[src/rtl/regfile_sb.sv]
// regfile_sb: DEPTH x WIDTH register file with a per-register busy scoreboard.
// Two combinational read ports, one synchronous writeback port, one issue
// (reserve) port and a registered population count of the busy bits.
// Optional build macro REGFILE_BYPASS_EN forwards the writeback data and
// the post-writeback busy state to the read ports in the Load cycle.
// Reset is synchronous and active-high.
module regfile_sb #(
  parameter int WIDTH = 16,
  parameter int DEPTH = 8,
  parameter int AW    = $clog2(DEPTH)
) (
  input  logic             Clk,
  input  logic             Reset,
  input  logic             Load,
  input  logic [AW-1:0]    DR_In,
  input  logic [WIDTH-1:0] In,
  input  logic             Issue,
  input  logic [AW-1:0]    Issue_DR,
  input  logic [AW-1:0]    SR1_In,
  input  logic [AW-1:0]    SR2_In,
  output logic [WIDTH-1:0] SR1_Out,
  output logic [WIDTH-1:0] SR2_Out,
  output logic             Busy1,
  output logic             Busy2,
  output logic [AW:0]      Busy_Cnt
);

  logic [WIDTH-1:0] data [DEPTH];
  logic [DEPTH-1:0] busy;
  logic [DEPTH-1:0] busy_nxt;
  logic [AW:0]      cnt_nxt;

  // Next scoreboard state: writeback clears, issue sets; issue applied last so it dominates.
  always_comb begin
    busy_nxt = busy;
    if (Load)  busy_nxt[DR_In]    = 1'b0;
    if (Issue) busy_nxt[Issue_DR] = 1'b1;
  end

  // Population count of the next busy vector so Busy_Cnt lines up with the busy bits.
  always_comb begin
    cnt_nxt = '0;
    for (int unsigned i = 0; i < DEPTH; i++) begin
      cnt_nxt = cnt_nxt + {{AW{1'b0}}, busy_nxt[i]};
    end
  end

  // Register storage: cleared on reset, otherwise written by the writeback port.
  always_ff @(posedge Clk) begin
    if (Reset) begin
      data <= '{default: '0};
    end else if (Load) begin
      data[DR_In] <= In;
    end
  end

  // Scoreboard and busy count: reset discards all outstanding reservations.
  always_ff @(posedge Clk) begin
    if (Reset) begin
      busy     <= '0;
      Busy_Cnt <= '0;
    end else begin
      busy     <= busy_nxt;
      Busy_Cnt <= cnt_nxt;
    end
  end

  // Read ports: registered contents, optionally overridden by the in-flight writeback.
  always_comb begin
    SR1_Out = data[SR1_In];
    SR2_Out = data[SR2_In];
    Busy1   = busy[SR1_In];
    Busy2   = busy[SR2_In];
`ifdef REGFILE_BYPASS_EN
    if (Load && (SR1_In == DR_In)) begin
      SR1_Out = In;
      Busy1   = Issue && (Issue_DR == DR_In);
    end
    if (Load && (SR2_In == DR_In)) begin
      SR2_Out = In;
      Busy2   = Issue && (Issue_DR == DR_In);
    end
`endif
  end

endmodule

[config.mk]
export PLATFORM = sky130hd
export DESIGN_NAME = regfile_sb
export DESIGN_NICKNAME = d
export VERILOG_FILES = /design/src/rtl/regfile_sb.sv
export SDC_FILE = /design/constraint.sdc
export NUM_CORES = 1
export LEC_CHECK = 0
export CAP_MARGIN = 0
export CELL_PAD_IN_SITES_DETAIL_PLACEMENT = 0
export CELL_PAD_IN_SITES_GLOBAL_PLACEMENT = 1
export CORE_AREA = 10 10 167 169
export DETAILED_ROUTE_END_ITERATION = 6
export DIE_AREA = 0 0 177 179
export PLACE_DENSITY_LB_ADDON = 0.1
export SETUP_SLACK_MARGIN = 0.2
export SLEW_MARGIN = 10
export SYNTH_ARGS = -nofsm -noshare
export SYNTH_HDL_FRONTEND = slang
export SYNTH_SLANG_ARGS = --single-unit
[constraint.sdc]
create_clock -name Clk -period 7 [get_ports Clk]
set_input_delay 1.4 -clock Clk [delete_from_list [all_inputs] [get_ports Clk]]
set_output_delay 1.4 -clock Clk [all_outputs]
set_load 0.01 [all_outputs]
# == Word level (Yosys, flattened, before mapping) ==
# Index checks and enable logic that the tools add are counted.
# op_classes
add_sub_neg,7
n_lt_le_gt_ge,10
mux,19
bitwise_logic,6
n_reduce_logical,3
# ops
op,count
$bwmux 128,1
$bmux 16 s3,2
$mux 16,5
$demux 16 s3,1
$add 4x1->4,4
$lt 3x4->1 const B,4
$mux 8,2
$ge 4x4->1 const B,3
$not 3->4,3
$and 8x8->8,1
$not 8->8,1
$or 8x8->8,1
$bmux 1 s3,2
$demux 1 s3,2
$ge 3x1->1 const B,2
$add 3x1->4,1
$lt 4x1->1 const B,1
$mux 1,4
$add 2x1->3,1
$logic_and 1x1->1,3
$add 1x1->2,1
# word_totals
reg_bits,140
out_inout_bits,38
wordCells,55

# == Logic depth before layout (Yosys ltp) ==
# Gate-level depths: netlist of run 1.
# logic_depth
depth_word,16
ltp_mapped,14
depth_no_buf,12

# == Least setup slack after synthesis of run 1 ==
# OpenSTA, ideal clock, no wires.
# synth_path
path_type,in2reg
start,in DR_In[1]
end,reg Busy_Cnt[2]
setup_ns,0.128
arrival_ns,4.718
required_time_ns,6.872
slack_ns,2.154
stages,14
path_buffers,2
cell_sequence,buf_4 -> or4b_4 -> buf_6 -> a22o_1 -> fa_1 -> inv_1 -> fa_1 -> fa_1 -> inv_1 -> ha_1 -> inv_1 -> fa_1 -> xor2_1 -> nor2_1
# synth_via
elab_chain_cells,16
# synth_lines
item,line_no,text
"start, declared",15,"input logic [AW-1:0] DR_In,"
$lt 3x4->1 (implied by the code) or $ge 3x1->1 (tied branches),36,if (Load) busy_nxt[DR_In] = 1'b0;
$logic_and 1x1->1 (implied by the code),36,
$mux 1 (implied by the code),36,
$demux 1 s3 (*),36,
$not 8->8 (no source line) (*),--,
$and 8x8->8 (no source line) (*),--,
$mux 8 (*),36,
$or 8x8->8 (no source line),--,
$mux 8 (*),37,if (Issue) busy_nxt[Issue_DR] = 1'b1;
net busy_nxt[0],30,logic [DEPTH-1:0] busy_nxt;
$add 1x1->2 (*),44,"cnt_nxt = cnt_nxt + {{AW{1'b0}}, busy_nxt[i]};"
$add 2x1->3 (*),44,
$add 3x1->4 (*),44,
$add 4x1->4 (*) (4 in a row),44,
"end signal, assigned",64,Busy_Cnt <= cnt_nxt;
"end, declared",25,output logic [AW:0] Busy_Cnt
# Mark *: on every way through the listed nets, which the timed path passes. The rest lies on a longest branch.
# A chain may end at the register's enable or synchronous reset.

# == Worst setup path after layout of run 1 ==
# layout_path
start,in DR_In[0]
end,reg Busy_Cnt[2]
# The elaborated chain is that of the path after synthesis.

==> results.ini, run 1 <==
[clock_network]
insertion_delay_ns=0.42
holdBufCountCts=0
cts_buffer_depth=2
post_cts_buffers=0
root_buffer=clkbuf_16
cts_buffers=17
cts_tree=built
cts_resized=0
cts.sinks=140
htree_levels=4
clk_pin_slew_worst_paths_ns=0.07

[synth]
synth_area_sq_um=7220
ys_seq_elements=140
syn_area_per_cell_sq_um=9.44
ys_warn_count=0
yosys-top-cells-area=dfxtp_1 (39%), mux4_2 (21%), nand2_1 (13%), a21oi_1 (9.0%), mux2_2 (5.3%)
yosysUniqueCellTypes=30
yosysTopAreaCellShare_pct=38.8
seq_area_frac_synth_pct=38.8
ys_top_cells_by_count=nand2_1 (256), dfxtp_1 (140), a21oi_1 (130)
synth.net_count=804
synth_cells=765
async_flop_share_pct=0
synth_edf_count=0
yosysTopAreaCell=dfxtp_1
synth_most_common_cell=nand2_1
synthFlopType=dfxtp_1

[floorplanning]
rows=58
start_util_pct=29.2
ios=70
die_area_sq_um=31700
core_area_sq_um=24700
die-height_um=179
die_width_um=177

[worst_setup_path]
crit_path_frequent_cell=fa_1
max_stage_delay_ns=0.86
startpoint_type=input pin
rrSetupSlack_ns=3.92
worst_ep_arrival_time_ns=5.68
required_ns=7.29
cp_cell_sequence=clkdlybuf4s50_1 > or4b_4 > a22o_1 > fa_1 > inv_1 > fa_1 > fa_1 > inv_1 > ha_1 > inv_1 > fa_1 > xor2_1 > nor2_1
worst_path_max_delay_cell=or4b_4
worst-path-buf-inv=4
worst-setup-path-type=in -> reg
end_kind=flop
cpLargestDelayFamily=adder cells
critPathMaxFanout=17

[min_path]
hold_path_class=reg -> reg

[final_layout]
finalNonFillerCells=1132
multiInputGateArea_sq_um=4030
seq_area_sq_um=2800
fin_nets=828
nFillCells=2508
antennaDiodeCount=0
syn2layout_area_growth_pct=21.0
drive_above_1_share_pct=20.4

[pwr]
p_switching_uw=505
clkPwrFrac_pct=48.8
switching_share_pct=24.9
vdd.ir_drop.worst_mv=0.158
intPower_mw=1.53
p_seq_share_pct=40.8
p_per_area_nw_per_um2=232
combPwrFrac_pct=10.4
total_power_mw=2.03
leakagePower_nw=2.93

[sta]
fmax_mhz=185
period_minus_slack_ns=5.40
fin_setup_tns_ns=0
rsz0062_at_grt=false
period_share_pct=77.1
tightest_slew_ns=1.09
hold_violations=0
slew_violations=0
holdWs_ns=0.467
slew_headroom_pct=27.5
fin_skew_ns=0.00451
setup_violations=0

[route]
viasPerCell=5.12
antenna_left=0
drc=0
dr.pass1.iters=5
first_iter_violations=364
wirelength_mm=24.9
wl_per_cell_um=22.0
dr_total_vias=5793

[placement]
hpwl_mm=14.7
place.gp.congestion=0.741
portBuffers=69
place_inst=1100

[run_status]
status=completed

[global_routing]
grt_pass1_wl_mm=37.5
grt_overflow=0
grt_pass1_vias=5919
antenna_found_initial=0
grtUsageTotal_pct=15.9
grt_start_max_net_pins=86

[flow_run]
drv_cap=0

[area by class of cell]
| class | instances | area share, % |
|---|---|---|
| multi-input combinational | 536 | 46.1 |
| sequential | 140 | 32.1 |
| timing repair buffer | 88 | 9.42 |
| clock buffer | 19 | 5.18 |
| tap | 330 | 4.73 |
| clock inverter | 13 | 2.19 |
| inverter | 6 | 0.258 |
[through the flow]
stage | util [%] | setup slack [ns] | area [sq um]
after global placement | 32.7 | 1.23 | 8090
after global routing | 35.3 | 1.42 | 8740
after detailed placement | 32.7 | 1.15 | 8090
after floorplan | - | 2.15 | 7220
after CTS | 35.3 | 1.62 | 8740
final | 35.3 | 1.60 | 8740
[sequential cells by signal, summed over array words and instances, names as in the netlist]
| name | cells |
|---|---|
| data | 128 |
| busy | 8 |
| Busy_Cnt | 4 |
[worst paths after layout]
kind	startpoint	cells after the start	end
worst max register to register	busy[0]$_SDFF_PP0_	11	Busy_Cnt[2]$_SDFF_PP0_
worst max-delay path	DR_In[0]	13	Busy_Cnt[2]$_SDFF_PP0_
worst min register to register	data[77]$_SDFFE_PP0P_	2	data[77]$_SDFFE_PP0P_
worst min-delay path	data[77]$_SDFFE_PP0P_	2	data[77]$_SDFFE_PP0P_
[cells in the final DEF, fill, tap and decap left out, drive strengths merged, types with 2 or more instances in the layout]
cell	n
a21oi	130
a22o	2
a32o	2
a32oi	2
and4	2
and4b	3
buf	24
bufinv	4
clkbuf	19
clkdlybuf4s50	64
clkinv	6
clkinvlp	3
dfxtp	140
fa	4
ha	3
inv	6
mux2	34
mux4	68
nand2	256
nand4b	3
nand4bb	3
nor2	7
nor2b	8
nor4bb	3
[power groups by stage]
stage	sequential [mW]	combinational (mW)	clock (mW)
CTS	0.829	0.216	1.01
global route	0.831	0.231	1.04
global placement	0.845	0.214	0
detailed placement	0.846	0.216	0
finish	0.829	0.212	0.991
floorplan	0.843	0.134	0
[cells by family (layout without fill, tap and decap cells)]
family | after synthesis | in the layout | share of synthesized area, %
AO/OA/AOI/OAI | 137 | 137 | 9.88
XOR/XNOR | 1 | 1 | 0.121
adder cells (fa/ha/maj) | 7 | 7 | 1.63
buffers and inverters | 89 | 126 | 5.96
flip-flops | 140 | 140 | 38.8
multiplexers | 102 | 102 | 26.5
AND/OR/NAND/NOR | 289 | 289 | 17.1
[tightest hold or removal path, stage by stage, from the launching register on]
cell and delay [ns]:
dfxtp_1 0.32, nand2_1 0.05, a21oi_1 0.05
[per-layer routing]
layer  up-vias  global-route usage (%)  part of all wire (%)
li1       2717                       -                     -
met1      2893                    20.5                    44
met2       157                    26.8                    50
met3        26                    2.93                   4.9
met4         0                    4.52                   1.2
met5         -                       0                     0
(Power assumes the default switching activity.)
==> inputs of run 2 (changes only) <==
==> constraint.sdc (replaced) <==
create_clock -name Clk -period 4.77 [get_ports Clk]
set_input_delay 0.954 -clock Clk [delete_from_list [all_inputs] [get_ports Clk]]
set_output_delay 0.954 -clock Clk [all_outputs]
set_load 0.01 [all_outputs]
==> results.ini, run 2 (same netlist as run 1, synthesis figures left out) <==
[clock_network]
root_buffer=clkbuf_16
clk_pin_slew_worst_paths_ns=0.07  ; about the same
cts_buffers=17  ; unchanged
cts_buffer_depth=2  ; unchanged
cts_tree=built
cts.sinks=140  ; unchanged
insertion_delay_ns=0.42  ; about the same
cts_resized=0  ; unchanged
post_cts_buffers=0  ; unchanged
htree_levels=4  ; unchanged
holdBufCountCts=0  ; unchanged

[floorplanning]
ios=70  ; unchanged
die_width_um=177  ; unchanged
die_area_sq_um=31700  ; unchanged
core_area_sq_um=24700  ; unchanged
start_util_pct=29.2  ; unchanged
die-height_um=179  ; unchanged
rows=58  ; unchanged

[worst_setup_path]
r2r_end=Busy_Cnt[2]$_SDFF_PP0_
worst-setup-path-type=in -> reg
rrSetupSlack_ns=1.66  ; -2.26 ns
end_kind=flop
startpoint_type=input pin
worst_ep_arrival_time_ns=4.58  ; -1.10 ns
required_ns=5.05  ; -2.24 ns
rr_worst_depth=11  ; unchanged
critPathMaxFanout=2  ; -15
timing.rr.start=busy[0]$_SDFF_PP0_

[min_path]
hold_path_class=reg -> reg
hold_path_startpoint=data[118]$_SDFFE_PP0P_
whs_path_depth=2  ; unchanged
holdPathEnd=data[118]$_SDFFE_PP0P_

[sta]
fmax_mhz=233
holdWs_ns=0.467  ; -0.0000420 ns
period_share_pct=90.1
slew_violations=0  ; unchanged
slew_headroom_pct=21.1  ; -6.5 points
fin_setup_tns_ns=0  ; unchanged
fin_skew_ns=0.00150  ; -0.00302 ns
setup_violations=0  ; unchanged
setup_slack_ns=0.470  ; -1.13 ns
tightest_slew_ns=1.18  ; +0.0968 ns
period_minus_slack_ns=4.30
rsz0062_at_grt=false
hold_violations=0  ; unchanged

[placement]
hpwl_mm=15.7  ; +6.7%
portBuffers=69  ; unchanged
place_inst=1110  ; +0.91%
place.gp.congestion=0.770  ; +3.9%
dp_worst_setup_slack_ns=-0.0179  ; -1.17 ns

[route]
dr.pass1.iters=5  ; unchanged
drc=0  ; unchanged
antenna_left=0  ; unchanged
wl_per_cell_um=22.6  ; +2.8%
dr_total_vias=5859  ; +1.1%
viasPerCell=5.13  ; +0.25%
first_iter_violations=509  ; +40%
wirelength_mm=25.8  ; +3.7%

[final_layout]
layout.cells.most_common=nand2_1
antennaDiodeCount=0  ; unchanged
final_cell_mix=nand2_1 (256), dfxtp_1 (140), a21oi_1 (130), mux4_2 (68), clkdlybuf4s50_1 (64)
finalNonFillerCells=1142  ; +0.88%
largest_reg_flops=128  ; unchanged
fin_nets=838  ; +1.2%
syn2layout_area_growth_pct=21.3
top_register=data
largestRegisters=data: 128 flops, busy: 8 flops, Busy_Cnt: 4 flops
drive_above_1_share_pct=21.4  ; +0.98 points

[flow_run]
drv_cap=0  ; unchanged

[pwr]
intPower_mw=2.02  ; +33%
p_switching_uw=784  ; +55%
switching_share_pct=27.9  ; +3.1 points
vdd.ir_drop.worst_mv=0.189  ; +20%
p_seq_share_pct=43.3  ; +2.5 points
leakagePower_nw=2.96  ; +0.87%
combPwrFrac_pct=11.5  ; +1.1 points
p_per_area_nw_per_um2=321  ; +38%
clkPwrFrac_pct=45.2  ; -3.6 points
total_power_mw=2.81  ; +38%

[global_routing]
grtUsageTotal_pct=16.4  ; +0.47 points
antenna_found_initial=0  ; unchanged
grt_overflow=0  ; unchanged
grt_pass1_wl_mm=38.3  ; +2.3%
grt_pass1_vias=6006  ; +1.5%
grt_start_max_net_pins=69  ; -20%

[run_status]
status=completed

## run 2: power by group through the flow
stage          logic [mW]  registers [mW]  clock network, mW
5_1_grt             0.350            1.22               1.35
3_3_place_gp        0.323            1.24                  0
3_5_place_dp        0.328            1.24                  0
2_1_floorplan       0.197            1.24                  0
4_1_cts             0.329            1.22               1.30
6_report            0.323            1.22               1.27
## run 2: worst max-delay path by stage
stage,startpoint,to,slack (ns),cells after the start
final,DR_In[0],Busy_Cnt[2]$_SDFF_PP0_,0.47,13
after global routing,DR_In[0],Busy_Cnt[2]$_SDFF_PP0_,0.33,13
after CTS,DR_In[0],Busy_Cnt[2]$_SDFF_PP0_,0.46,13
after detailed placement,DR_In[0],Busy_Cnt[2]$_SDFF_PP0_,-0.02,13
after global placement,DR_In[0],Busy_Cnt[2]$_SDFF_PP0_,0.03,13
after floorplan,DR_In[1],Busy_Cnt[2]$_SDFF_PP0_,0.37,14
## run 2: layer usage
layer | part of all wire (%) | routed length (um) | global-route usage (%)
met3 | 5.7 | 1460 | 4.23
met2 | 51 | 13200 | 28.6
met5 | 0 | 0 | 0
met1 | 42 | 11000 | 19.9
met4 | 0.85 | 219 | 3.50
## run 2: metrics by stage
stage	cell area (sq um)	util, %
finish	8760	35.4
global route	8760	35.4
CTS	8760	35.4
detailed placement	8210	33.2
global placement	8210	33.2
floorplan	7220	-
## run 2: critical path, stage by stage
cell	delay, ns
clkdlybuf4s50_1	0.42
or4b_4	0.57
a22o_1	0.23
fa_1	0.54
inv_1	0.06
fa_1	0.56
fa_1	0.41
inv_1	0.06
ha_1	0.16
inv_1	0.06
fa_1	0.37
xor2_1	0.14
nor2_1	0.05
## run 2: cell type report
type | instances | area [sq um]
Timing Repair Buffer | 98 | 936
Multi-Input combinational cell | 536 | 4030
Clock inverter | 15 | 130
Fill cell | 2542 | 16000
Tap cell | 330 | 413
Sequential cell | 140 | 2800
Clock buffer | 17 | 425
Inverter | 6 | 22.5
==> inputs of run 3 (changes only) <==
--- a/config.mk
+++ b/config.mk
@@ -5,7 +5,6 @@
 export SDC_FILE = /design/constraint.sdc
 export NUM_CORES = 1
 export LEC_CHECK = 0
-export CAP_MARGIN = 0
 export CELL_PAD_IN_SITES_DETAIL_PLACEMENT = 0
 export CELL_PAD_IN_SITES_GLOBAL_PLACEMENT = 1
 export CORE_AREA = 10 10 167 169
==> constraint.sdc (replaced) <==
create_clock -name Clk -period 5.3 [get_ports Clk]
set_input_delay 1.06 -clock Clk [delete_from_list [all_inputs] [get_ports Clk]]
set_output_delay 1.06 -clock Clk [all_outputs]
set_load 0.01 [all_outputs]
==> results.ini, run 3 (same netlist as run 1, synthesis figures left out) <==
[run_status]
status=completed

[floorplanning]
die_width_um=177  ; unchanged
die_area_sq_um=31700  ; unchanged
core_area_sq_um=24700  ; unchanged
rows=58  ; unchanged
start_util_pct=29.2  ; unchanged
ios=70  ; unchanged
die-height_um=179  ; unchanged

[sta]
fin_setup_tns_ns=0  ; unchanged
tightest_slew_ns=1.16  ; -0.0233 ns
period_minus_slack_ns=4.53
hold_violations=0  ; unchanged
period_share_pct=85.4
setup_violations=0  ; unchanged
rsz0062_at_grt=false
slew_violations=0  ; unchanged
fin_skew_ns=0.00499  ; +0.00349 ns
slew_headroom_pct=22.6  ; +1.6 points
fmax_mhz=221
holdWs_ns=0.465  ; -0.00222 ns

[worst_setup_path]
worst-setup-path-type=in -> reg
crit_path_frequent_cell=fa_1
worst_ep_arrival_time_ns=4.78  ; +0.20 ns
required_ns=5.56  ; +0.51 ns
worst_path_max_delay_cell=or4b_4
worst-path-buf-inv=4  ; unchanged
cp_cell_sequence=clkdlybuf4s50_1 > or4b_4 > a22o_1 > fa_1 > inv_1 > fa_1 > fa_1 > inv_1 > ha_1 > inv_1 > fa_1 > xor2_1 > nor2_1
rrSetupSlack_ns=2.16  ; +0.50 ns
max_stage_delay_ns=0.59  ; +0.02 ns
end_kind=flop
cpLargestDelayFamily=adder cells
critPathMaxFanout=5  ; +3
startpoint_type=input pin

[final_layout]
antennaDiodeCount=0  ; unchanged
drive_above_1_share_pct=20.9  ; -0.51 points
largest_reg_flops=128  ; unchanged
finalNonFillerCells=1138  ; -0.35%
syn2layout_area_growth_pct=21.7
final_cell_mix=nand2_1 (256), dfxtp_1 (140), a21oi_1 (130), mux4_2 (68), clkdlybuf4s50_1 (64)
nFillCells=2502  ; -1.6%
multiInputGateArea_sq_um=4030  ; unchanged
seq_area_sq_um=2800  ; unchanged
fin_nets=834  ; -0.48%
layout.cells.most_common=nand2_1
top_register=data
postLayoutCoreUtil_pct=35.5  ; +0.091 points
largestRegisters=data: 128 flops, busy: 8 flops, Busy_Cnt: 4 flops

[global_routing]
grtUsageTotal_pct=15.8  ; -0.62 points
antenna_found_initial=0  ; unchanged
grt_overflow=0  ; unchanged
grt_pass1_vias=5784  ; -3.7%
grt_pass1_wl_mm=36.9  ; -3.6%
grt_start_max_net_pins=95  ; +38%

[pwr]
intPower_mw=1.96  ; -3.1%
p_switching_uw=660  ; -16%
switching_share_pct=25.2  ; -2.8 points
vdd.ir_drop.worst_mv=0.188  ; -0.34%
combPwrFrac_pct=10.9  ; -0.6 points
leakagePower_nw=2.95  ; about the same
clkPwrFrac_pct=47.3  ; +2.1 points
p_seq_share_pct=41.8  ; -1.5 points
p_per_area_nw_per_um2=298  ; -6.9%
total_power_mw=2.62  ; -6.7%

[clock_network]
cts.sinks=140  ; unchanged
clk_pin_slew_worst_paths_ns=0.06  ; about the same
holdBufCountCts=0  ; unchanged
post_cts_buffers=0  ; unchanged
root_buffer=clkbuf_16
insertion_delay_ns=0.41  ; about the same
cts_resized=0  ; unchanged
cts_buffers=17  ; unchanged
htree_levels=4  ; unchanged
cts_tree=built
cts_buffer_depth=2  ; unchanged

[placement]
place_inst=1106  ; -0.36%
place.gp.congestion=0.738  ; -4.1%
hpwl_mm=14.9  ; -5.3%
portBuffers=69  ; unchanged

[flow_run]
drv_cap=0  ; unchanged

[route]
viasPerCell=5.03  ; -1.9%
dr_total_vias=5727  ; -2.3%
antenna_left=0  ; unchanged
wl_per_cell_um=21.7  ; -4.0%
first_iter_violations=298  ; -41%
drc=0  ; unchanged
wirelength_mm=24.7  ; -4.3%
dr.pass1.iters=4  ; -1

[min_path]
hold_path_class=reg -> reg

run 3: path summary, 6_finish.rpt:
path                            cells after the start                      to             startpoint
worst min register to register                      2   data[96]$_SDFFE_PP0P_  data[96]$_SDFFE_PP0P_
worst max-delay path                               13  Busy_Cnt[2]$_SDFF_PP0_               DR_In[0]
worst min-delay path                                2   data[96]$_SDFFE_PP0P_  data[96]$_SDFFE_PP0P_
worst max register to register                     11  Busy_Cnt[2]$_SDFF_PP0_     busy[0]$_SDFF_PP0_
run 3: metal layers:
layer | wire [um] | GRT usage (%) | share of wire [%]
met2 | 12100 | 26.1 | 49
met3 | 1070 | 3.26 | 4.3
met4 | 210 | 3.71 | 0.85
met5 | 0 | 0 | 0
met1 | 11300 | 20.6 | 46
run 3: cell type report:
| cell class | instances | area share [%] |
|---|---|---|
| multi-input combinational | 536 | 45.9 |
| sequential | 140 | 31.9 |
| timing repair buffer | 94 | 10.3 |
| clock buffer | 19 | 5.04 |
| tap | 330 | 4.70 |
| clock inverter | 13 | 1.88 |
| inverter | 6 | 0.256 |
run 3: power by group through the flow:
stage               Clock (mW)  Sequential (mW)  Combinational, mW
floorplan                    0             1.11              0.177
global placement             0             1.12              0.289
detailed placement           0             1.12              0.292
CTS                       1.27             1.09              0.293
global route              1.32             1.10              0.312
finish                    1.24             1.09              0.287
run 3: worst register-to-register path, delay by kind of cell, from the launching register on:
kind / cells / cell delay, ns
adder cells (fa/ha/maj): 5 / 2.05
flip-flops: 1 / 0.33
AO/OA/AOI/OAI: 1 / 0.24
buffers and inverters: 3 / 0.17
XOR/XNOR: 1 / 0.14
AND/OR/NAND/NOR: 1 / 0.06
run 3: stage by stage:
step | setup WS (ns) | cell area, sq um
5_1_grt | 0.615 | 8780
6_report | 0.774 | 8780
3_3_place_gp | 0.377 | 8180
2_1_floorplan | 0.794 | 7220
4_1_cts | 0.785 | 8780
3_5_place_dp | 0.323 | 8180
